$ cat src/rtl/mips_regfile_sb_pkg.sv
// Shared types and defaults for the mips_regfile_sb register file and its scoreboard.
package regfile_pkg;

    typedef enum logic {
        IDLE  = 1'b0,
        SWEEP = 1'b1
    } state_t;

    localparam int DEF_DATA_W = 32;
    localparam int DEF_ADDR_W = 5;
    localparam int DEF_DEPTH  = 32;
    localparam int R0_IDX     = 0;

    // R0 and indices beyond the implemented depth never hold state.
    function automatic logic addr_legal(input int addr, input int depth);
        return (addr != R0_IDX) && (addr < depth);
    endfunction

endpackage

$ cat src/rtl/mips_regfile_sb_scoreboard.sv
// Pending-write scoreboard: one bit per register, set on reservation, cleared on writeback.
module regfile_scoreboard
    import regfile_pkg::*;
#(
    parameter int ADDR_W = DEF_ADDR_W,
    parameter int DEPTH  = DEF_DEPTH
) (
    input  logic              clk,
    input  logic              rst,
    input  logic              i_clr_all,
    input  logic              i_wr_en,
    input  logic [ADDR_W-1:0] i_wr_addr,
    input  logic              i_rsv_en,
    input  logic [ADDR_W-1:0] i_rsv_addr,
    input  logic [ADDR_W-1:0] i_rd_addr1,
    input  logic [ADDR_W-1:0] i_rd_addr2,
    output logic              o_busy1,
    output logic              o_busy2
);

    logic [DEPTH-1:0] r_pending;

    // Reserve is applied after the writeback clear so a newer producer wins.
    always_ff @(posedge clk or posedge rst) begin
        if (rst) begin
            r_pending <= '0;
        end else if (i_clr_all) begin
            r_pending <= '0;
        end else begin
            if (i_wr_en)
                r_pending[i_wr_addr] <= 1'b0;
            if (i_rsv_en)
                r_pending[i_rsv_addr] <= 1'b1;
        end
    end

    always_comb begin
        o_busy1 = 1'b0;
        o_busy2 = 1'b0;
        if (addr_legal(int'(i_rd_addr1), DEPTH))
            o_busy1 = r_pending[i_rd_addr1];
        if (addr_legal(int'(i_rd_addr2), DEPTH))
            o_busy2 = r_pending[i_rd_addr2];
    end

endmodule

$ cat src/rtl/mips_regfile_sb.sv
// Register file with R0 tied to zero, pending-write scoreboard and sequential sweep clear.
// Optional write-first forwarding is enabled by defining REGFILE_BYPASS_EN.
module mips_regfile_sb
    import regfile_pkg::*;
#(
    parameter int DATA_W = DEF_DATA_W,
    parameter int ADDR_W = DEF_ADDR_W,
    parameter int DEPTH  = DEF_DEPTH
) (
    input  logic              clk,
    input  logic              rst,
    input  logic              WE3,
    input  logic [ADDR_W-1:0] A3,
    input  logic [DATA_W-1:0] WD3,
    input  logic [ADDR_W-1:0] A1,
    input  logic [ADDR_W-1:0] A2,
    output logic [DATA_W-1:0] RD1,
    output logic [DATA_W-1:0] RD2,
    output logic              busy1,
    output logic              busy2,
    input  logic              rsv_en,
    input  logic [ADDR_W-1:0] rsv_addr,
    input  logic              clr_req,
    output logic              clr_busy,
    output logic              clr_done
);

    state_t            r_state;
    logic [ADDR_W-1:0] r_cnt;
    logic              r_clr_done;
    logic [DATA_W-1:0] r_regs [DEPTH];

    logic w_idle;
    logic w_wr_ok;
    logic w_rsv_ok;
    logic w_clr_start;
    logic w_last;
    logic w_sb_busy1;
    logic w_sb_busy2;
    logic [DATA_W-1:0] w_rd1;
    logic [DATA_W-1:0] w_rd2;

    assign w_idle      = (r_state == IDLE);
    assign w_wr_ok     = w_idle && WE3 && addr_legal(int'(A3), DEPTH);
    assign w_rsv_ok    = w_idle && rsv_en && addr_legal(int'(rsv_addr), DEPTH);
    assign w_clr_start = w_idle && clr_req;
    assign w_last      = (r_cnt == ADDR_W'(DEPTH - 1));

    // Sweep starts at 1 because R0 is never written and already reads as zero.
    always_ff @(posedge clk or posedge rst) begin
        if (rst) begin
            r_state    <= IDLE;
            r_cnt      <= '0;
            r_clr_done <= 1'b0;
            for (int i = 0; i < DEPTH; i++)
                r_regs[i] <= '0;
        end else begin
            r_clr_done <= 1'b0;
            case (r_state)
                IDLE: begin
                    if (w_wr_ok)
                        r_regs[A3] <= WD3;
                    if (w_clr_start) begin
                        r_state <= SWEEP;
                        r_cnt   <= ADDR_W'(1);
                    end
                end
                SWEEP: begin
                    r_regs[r_cnt] <= '0;
                    if (w_last) begin
                        r_state    <= IDLE;
                        r_cnt      <= '0;
                        r_clr_done <= 1'b1;
                    end else begin
                        r_cnt <= r_cnt + ADDR_W'(1);
                    end
                end
                default: r_state <= IDLE;
            endcase
        end
    end

    regfile_scoreboard #(
        .ADDR_W (ADDR_W),
        .DEPTH  (DEPTH)
    ) u_scoreboard (
        .clk        (clk),
        .rst        (rst),
        .i_clr_all  (w_clr_start),
        .i_wr_en    (w_wr_ok),
        .i_wr_addr  (A3),
        .i_rsv_en   (w_rsv_ok),
        .i_rsv_addr (rsv_addr),
        .i_rd_addr1 (A1),
        .i_rd_addr2 (A2),
        .o_busy1    (w_sb_busy1),
        .o_busy2    (w_sb_busy2)
    );

    always_comb begin
        w_rd1 = '0;
        w_rd2 = '0;
        if (addr_legal(int'(A1), DEPTH))
            w_rd1 = r_regs[A1];
        if (addr_legal(int'(A2), DEPTH))
            w_rd2 = r_regs[A2];
`ifdef REGFILE_BYPASS_EN
        if (w_wr_ok && (A3 == A1))
            w_rd1 = WD3;
        if (w_wr_ok && (A3 == A2))
            w_rd2 = WD3;
`endif
    end

    assign RD1 = w_rd1;
    assign RD2 = w_rd2;

`ifdef REGFILE_BYPASS_EN
    // A forwarded write retires the old producer; only a same-cycle reserve keeps it busy.
    assign busy1 = (w_wr_ok && (A3 == A1)) ? (w_rsv_ok && (rsv_addr == A1)) : w_sb_busy1;
    assign busy2 = (w_wr_ok && (A3 == A2)) ? (w_rsv_ok && (rsv_addr == A2)) : w_sb_busy2;
`else
    assign busy1 = w_sb_busy1;
    assign busy2 = w_sb_busy2;
`endif

    assign clr_busy = (r_state == SWEEP);
    assign clr_done = r_clr_done;

endmodule

$ cat config.mk
export PLATFORM = sky130hd
export DESIGN_NAME = mips_regfile_sb
export DESIGN_NICKNAME = d
export VERILOG_FILES = /design/src/rtl/mips_regfile_sb_pkg.sv /design/src/rtl/mips_regfile_sb_scoreboard.sv /design/src/rtl/mips_regfile_sb.sv
export SDC_FILE = /design/constraint.sdc
export NUM_CORES = 2
export LEC_CHECK = 0
export BUFFER_PORTS_ARGS = -buffer_cell sky130_fd_sc_hd__buf_2
export CAP_MARGIN = 40
export CORE_UTILIZATION = 57
export CTS_CLUSTER_DIAMETER = 50
export DETAILED_ROUTE_END_ITERATION = 7
export PLACE_DENSITY = 0.76
export RECOVER_POWER = 25
export REMOVE_ABC_BUFFERS = 1
export SLEW_MARGIN = 30
export SYNTH_ARGS = -nofsm -noshare
export SYNTH_HDL_FRONTEND = slang
export SYNTH_SLANG_ARGS = --single-unit
$ cat constraint.sdc
create_clock -name clk -period 33.5 [get_ports clk]
set_input_delay 3.35 -clock clk [delete_from_list [all_inputs] [get_ports clk]]
set_output_delay 3.35 -clock clk [all_outputs]
set_load 0.01 [all_outputs]
; Word-level counts from Yosys, hierarchy flattened
; Index checks and enable logic that the tools add are counted.
[totals]
ff_bits = 1063
in_bits = 57
output_inout_bits = 68
word_cells = 112
[op_classes]
add_sub_neg = 1
magnitude_cmp = 12
eq_ne = 3
muxes = 37
n_bitwise = 10
reduce_logical = 13
[ops]
columns = operator, n
row1 = $pmux W1024 S2, 1
row2 = $and A1024 B1024 Y1024, 1
row3 = $bwmux W1024, 1
row4 = $mux W1024, 1
row5 = $not A1024 Y1024, 1
row6 = $mux W32, 12
row7 = $bmux W32 S5, 2
row8 = $demux W32 S5, 2
row9 = $and A32 B32 Y32, 1
row10 = $not A32 Y32, 1
row11 = $or A32 B32 Y32, 1
row12 = $ge A6 B6 Y1 const B, 4
row13 = $lt A5 B6 Y1 const B, 4
row14 = $not A5 Y6, 4
row15 = $reduce_bool A5 Y1, 4
row16 = $lt A6 B1 Y1 const B, 2
row17 = $bmux W1 S5, 2
row18 = $demux W1 S5, 2
row19 = $ge A5 B1 Y1 const B, 2
row20 = $mux W1, 10
row21 = $mux W5, 2
row22 = $pmux W5 S2, 1
row23 = $logic_and A1 B1 Y1, 9
row24 = $add A5 B1 Y5 const B, 1
row25 = 4 further kinds, 5

; Logic depth before layout (Yosys ltp)
[logic_depth]
ltp_word = 11
mapped_depth = 8
depth_no_buf = 5

; Cells and area by module
; From an unflattened synthesis, not the netlist that was laid out.
[hier_totals]
hier_cells = 4013
area_unflattened_um2 = 55007.8
[modules_own_cells]
columns = module, instances, cells_per_inst, area_each_um2, seq_area_each_um2
row1 = mips_regfile_sb, 1, 3804, 52963.3, 25799.7
row2 = regfile_scoreboard, 1, 209, 2044.5, 800.8

; Worst setup path before layout
; OpenSTA, ideal clock, no wires.
[synth_timing]
kind = input to output
from = input port A2[1]
to = output port RD2[22]
arrival_time_ps = 4868
required_time_ps = 30150
slack_ps = 25282
cell_stages = 8
path_buffers = 4
cell_sequence = buf_2 buf_4 buf_4 nor2_1 buf_2 a221oi_1 o21ai_0 a311oi_1
[synth_via]
elab_chain_cells = 5
word_cells_on_any_way = 6
classes_between = 4 x mux / 1 x bitwise / 1 x reduce/logical
[synth_rtl]
columns = item, line_no
row1 = from (decl), mips_regfile_sb.sv:16  ; input logic [ADDR_W-1:0] A2,
row2 = $not A5 Y6 (implied by the code), mips_regfile_sb.sv:106  ; w_rd2 = r_regs[A2];
row3 = $bmux W32 S5, mips_regfile_sb.sv:106
row4 = $mux W32 (implied by the code) (2 in a row), mips_regfile_sb.sv:106
row5 = $mux W32 *, mips_regfile_sb.sv:105  ; if (addr_legal(int'(A2), DEPTH))
row6 = to (decl), mips_regfile_sb.sv:18  ; output logic [DATA_W-1:0] RD2,
; Mark *: on every way between the ends. The rest lies on a longest branch, timed or not. The select of a mux whose other input is x is not followed.

==> reports/qor.yml <==
core_sq_um: 95400
fin_nets: 3925
fin_ws_ns: 20.59
pre_cts_slack_ns: 23.02
r2r_cells: 4
synth_ff_type: "dfrtp_1"
critical_path_class: "in -> async"
cp-startpoint: "rst"
multi_input_area_sq_um: 26700
boundaryPins: 125
finalSetupViolCount: 0
synth-async-reset-ratio: 1.00
fillers: 6859
drc_errors: 0
tns_ns: 0
fin_worst_skew_ns: 0.0192
yosysWarnings: 0
initialDrtViolationCount: 7438
totalWireLength_mm: 206
cp-endpoint: "r_regs[33]"
violations: "capacitance limit, slew limit"
via_per_inst: 8.38
clk_latency_ns: 0.73
post-cts-setup-buffers: 0
slew_viol_final: 603
synth-seq-cells: 1063
slowest_delay_ns: 4.62
initial_core_util: 0.578
synthesis.area_sq_um: 55100
ant_nets: 0
overflow: 0
post-route-period-util: 0.385
ctsHoldBuffers: 0
cp.arrival_ns: 12.15
whs_ns: 0.515
synth_area_leaders: "dfrtp_1 48%, mux4_2 19%, a22o_1 16%"
crit_top_cell: "clkbuf_1"
dp_hpwl_mm: 108
io_buffers: 124
synth_cell_types: 57
synth.largest_area_cell: "dfrtp_1"
dieArea_sq_um: 97900
place_congestion: 0.891
cp-start-kind: "input pin"
dp.cells: 4995
maxSlewHeadroom: -3.27
grt_pass1_wl_mm: 301
grt_pass1_vias: 43200
cts_buffers: 121
synth_edf_count: 0
antenna_found_initial: 11
vias: 43900
power.leakage_nw: 26.8
cts_buffer_depth: 3
synthCells: 3996
cp-end-kind: "asynchronous set/reset pin"
fin_util: 0.639
cts_resized: 0
placedInstanceArea_sq_um: 56800
ir_worst_vdd_mv: 0.0491
rsz0062_at_grt: "false"
path_clk_slew_ns: 0.06
track_usage: 0.421
hold_viol_final: 0
cp_cell_sequence: "buf_2 -> clkinvlp_2 -> clkbuf_1 -> clkbuf_1"
avgRoutedWirePerCell_um: 39.4
dieHeight_um: 313
cap_violations: 12
grt_max_degree: 180
die_w_um: 313
cp.required_ns: 32.74
drive_gt1_frac: 0.269
hold_path_class: "reg -> reg"
ff2ff_setup_slack_ns: 29.10
power.density_nw_per_um2: 57.3
crit_fanout: 122
stdcell_count: 5234
root_buffer: "clkbuf_16"
synth_area_per_cell_sq_um: 13.8
worst_pin_slew_ns: 6.40
worstReg2RegEnd: "r_regs[997]"
crit_slowest_cell: "clkbuf_1"
status: "finished, violations left"
r2r_start: "clr_busy"
hold_depth: 1
design_area_sq_um: 61000
cts_num_sinks: 1063
htree_levels: 3
drtPass1Iterations: 8
ys_seq_area_frac: 0.483
std_cell_rows: 113
p_total_mw: 3.49
cts_tree: "yes"
max_freq_mhz: 77.4
synth_top_area_share: 0.483
seqCellArea_sq_um: 26600
finalCriticalPeriod_ns: 12.91
area.growth.synth_to_final_pct: 10.7
[flip-flops by register name (all words and copies together), names as in the netlist]
name,count
r_regs,1024
r_cnt,5
clr_done,1
clr_busy,1
u_scoreboard.r_pending,32
[layout make-up]
cell class | instances | share of cell area
Inverter | 11 | 0.000759
Timing Repair Buffer | 261 | 0.0314
Antenna cell | 8 | 0.000328
Clock inverter | 58 | 0.0108
Multi-Input combinational cell | 2405 | 0.438
Clock buffer | 163 | 0.0566
Sequential cell | 1063 | 0.436
Tap cell | 1265 | 0.0259
[power by group]
group	total [mW]	switching (mW)	internal (mW)	leakage, nW
Combinational	0.629	0.394	0.235	10.0
Sequential	1.49	0.102	1.39	14.8
Clock	1.37	0.570	0.801	2.00
Total	3.49	1.07	2.43	26.8
[critical path: cells and delay by family]
family	cells	cell delay, ns
buffers and inverters	4	8.58
[worst min-delay path by stage]
stage,from,to,slack (ns)
2_1_floorplan,r_regs[1000],r_regs[1000],0.47
3_3_place_gp,r_regs[1001],r_regs[1001],0.48
3_5_place_dp,r_regs[995],r_regs[995],0.49
4_1_cts,r_regs[1003],r_regs[1003],0.51
5_1_grt,r_regs[70],r_regs[70],0.53
6_report,r_regs[918],r_regs[918],0.52
[cell families (layout without fill, tap and decap cells)]
kind of cell	after synthesis	count (layout)	synth area share
buffers and inverters	528	493	0.0423
and+or+nand+nor	291	291	0.0323
AOI/OAI and AO/OA	1451	1451	0.216
other	0	8	0
xor gates and xnor gates	2	2	0.000318
DFF	1063	1063	0.483
muxes	656	656	0.226
adders and majority gates	5	5	0.00114
[metal layers]
layer / vias to the layer above / wire [um] / GRT usage
met5: - / 66 / 0.00532
met4: 8 / 16000 / 0.267
met3: 1157 / 32400 / 0.172
met2: 4288 / 88700 / 0.594
met1: 22400 / 69300 / 0.541
li1: 16000 / - / -
[synth_stat cells (all sizes together), types with 2 or more instances]
master	instances
nor2b	78
inv	11
a31oi	4
a211oi	66
nand4bb	2
or2	2
a2bb2oi	6
o211ai	4
a22o	994
a21oi	49
buf	215
or4	2
mux4	462
and3b	2
a311oi	66
mux2	66
and3	8
o2111ai	19
nand2	67
a22oi	68
nor3	18
dfrtp	1063
and2	40
nand3b	2
or4b	2
nand3	3
a221oi	47
nor3b	5
nand2b	19
o21ai	126
mux2i	128
ha	5
or3b	3
nor2	33
clkbuf	302
[cells in the final DEF (no fill, tap or decap), types with 25 or more instances in the layout]
master	count
o21ai_0	101
mux4_2	462
a211oi_1	66
a21oi_4	26
nor2b_1	72
o21ai_1	25
mux2i_1	128
clkbuf_1	33
clkbuf_16	125
mux2_2	66
a221oi_1	47
buf_4	104
buf_2	118
nand2_1	67
dfrtp_1	1063
a22o_1	994
a311oi_1	66
a22oi_1	68
No activity file was read; power rests on OpenSTA's default activity.
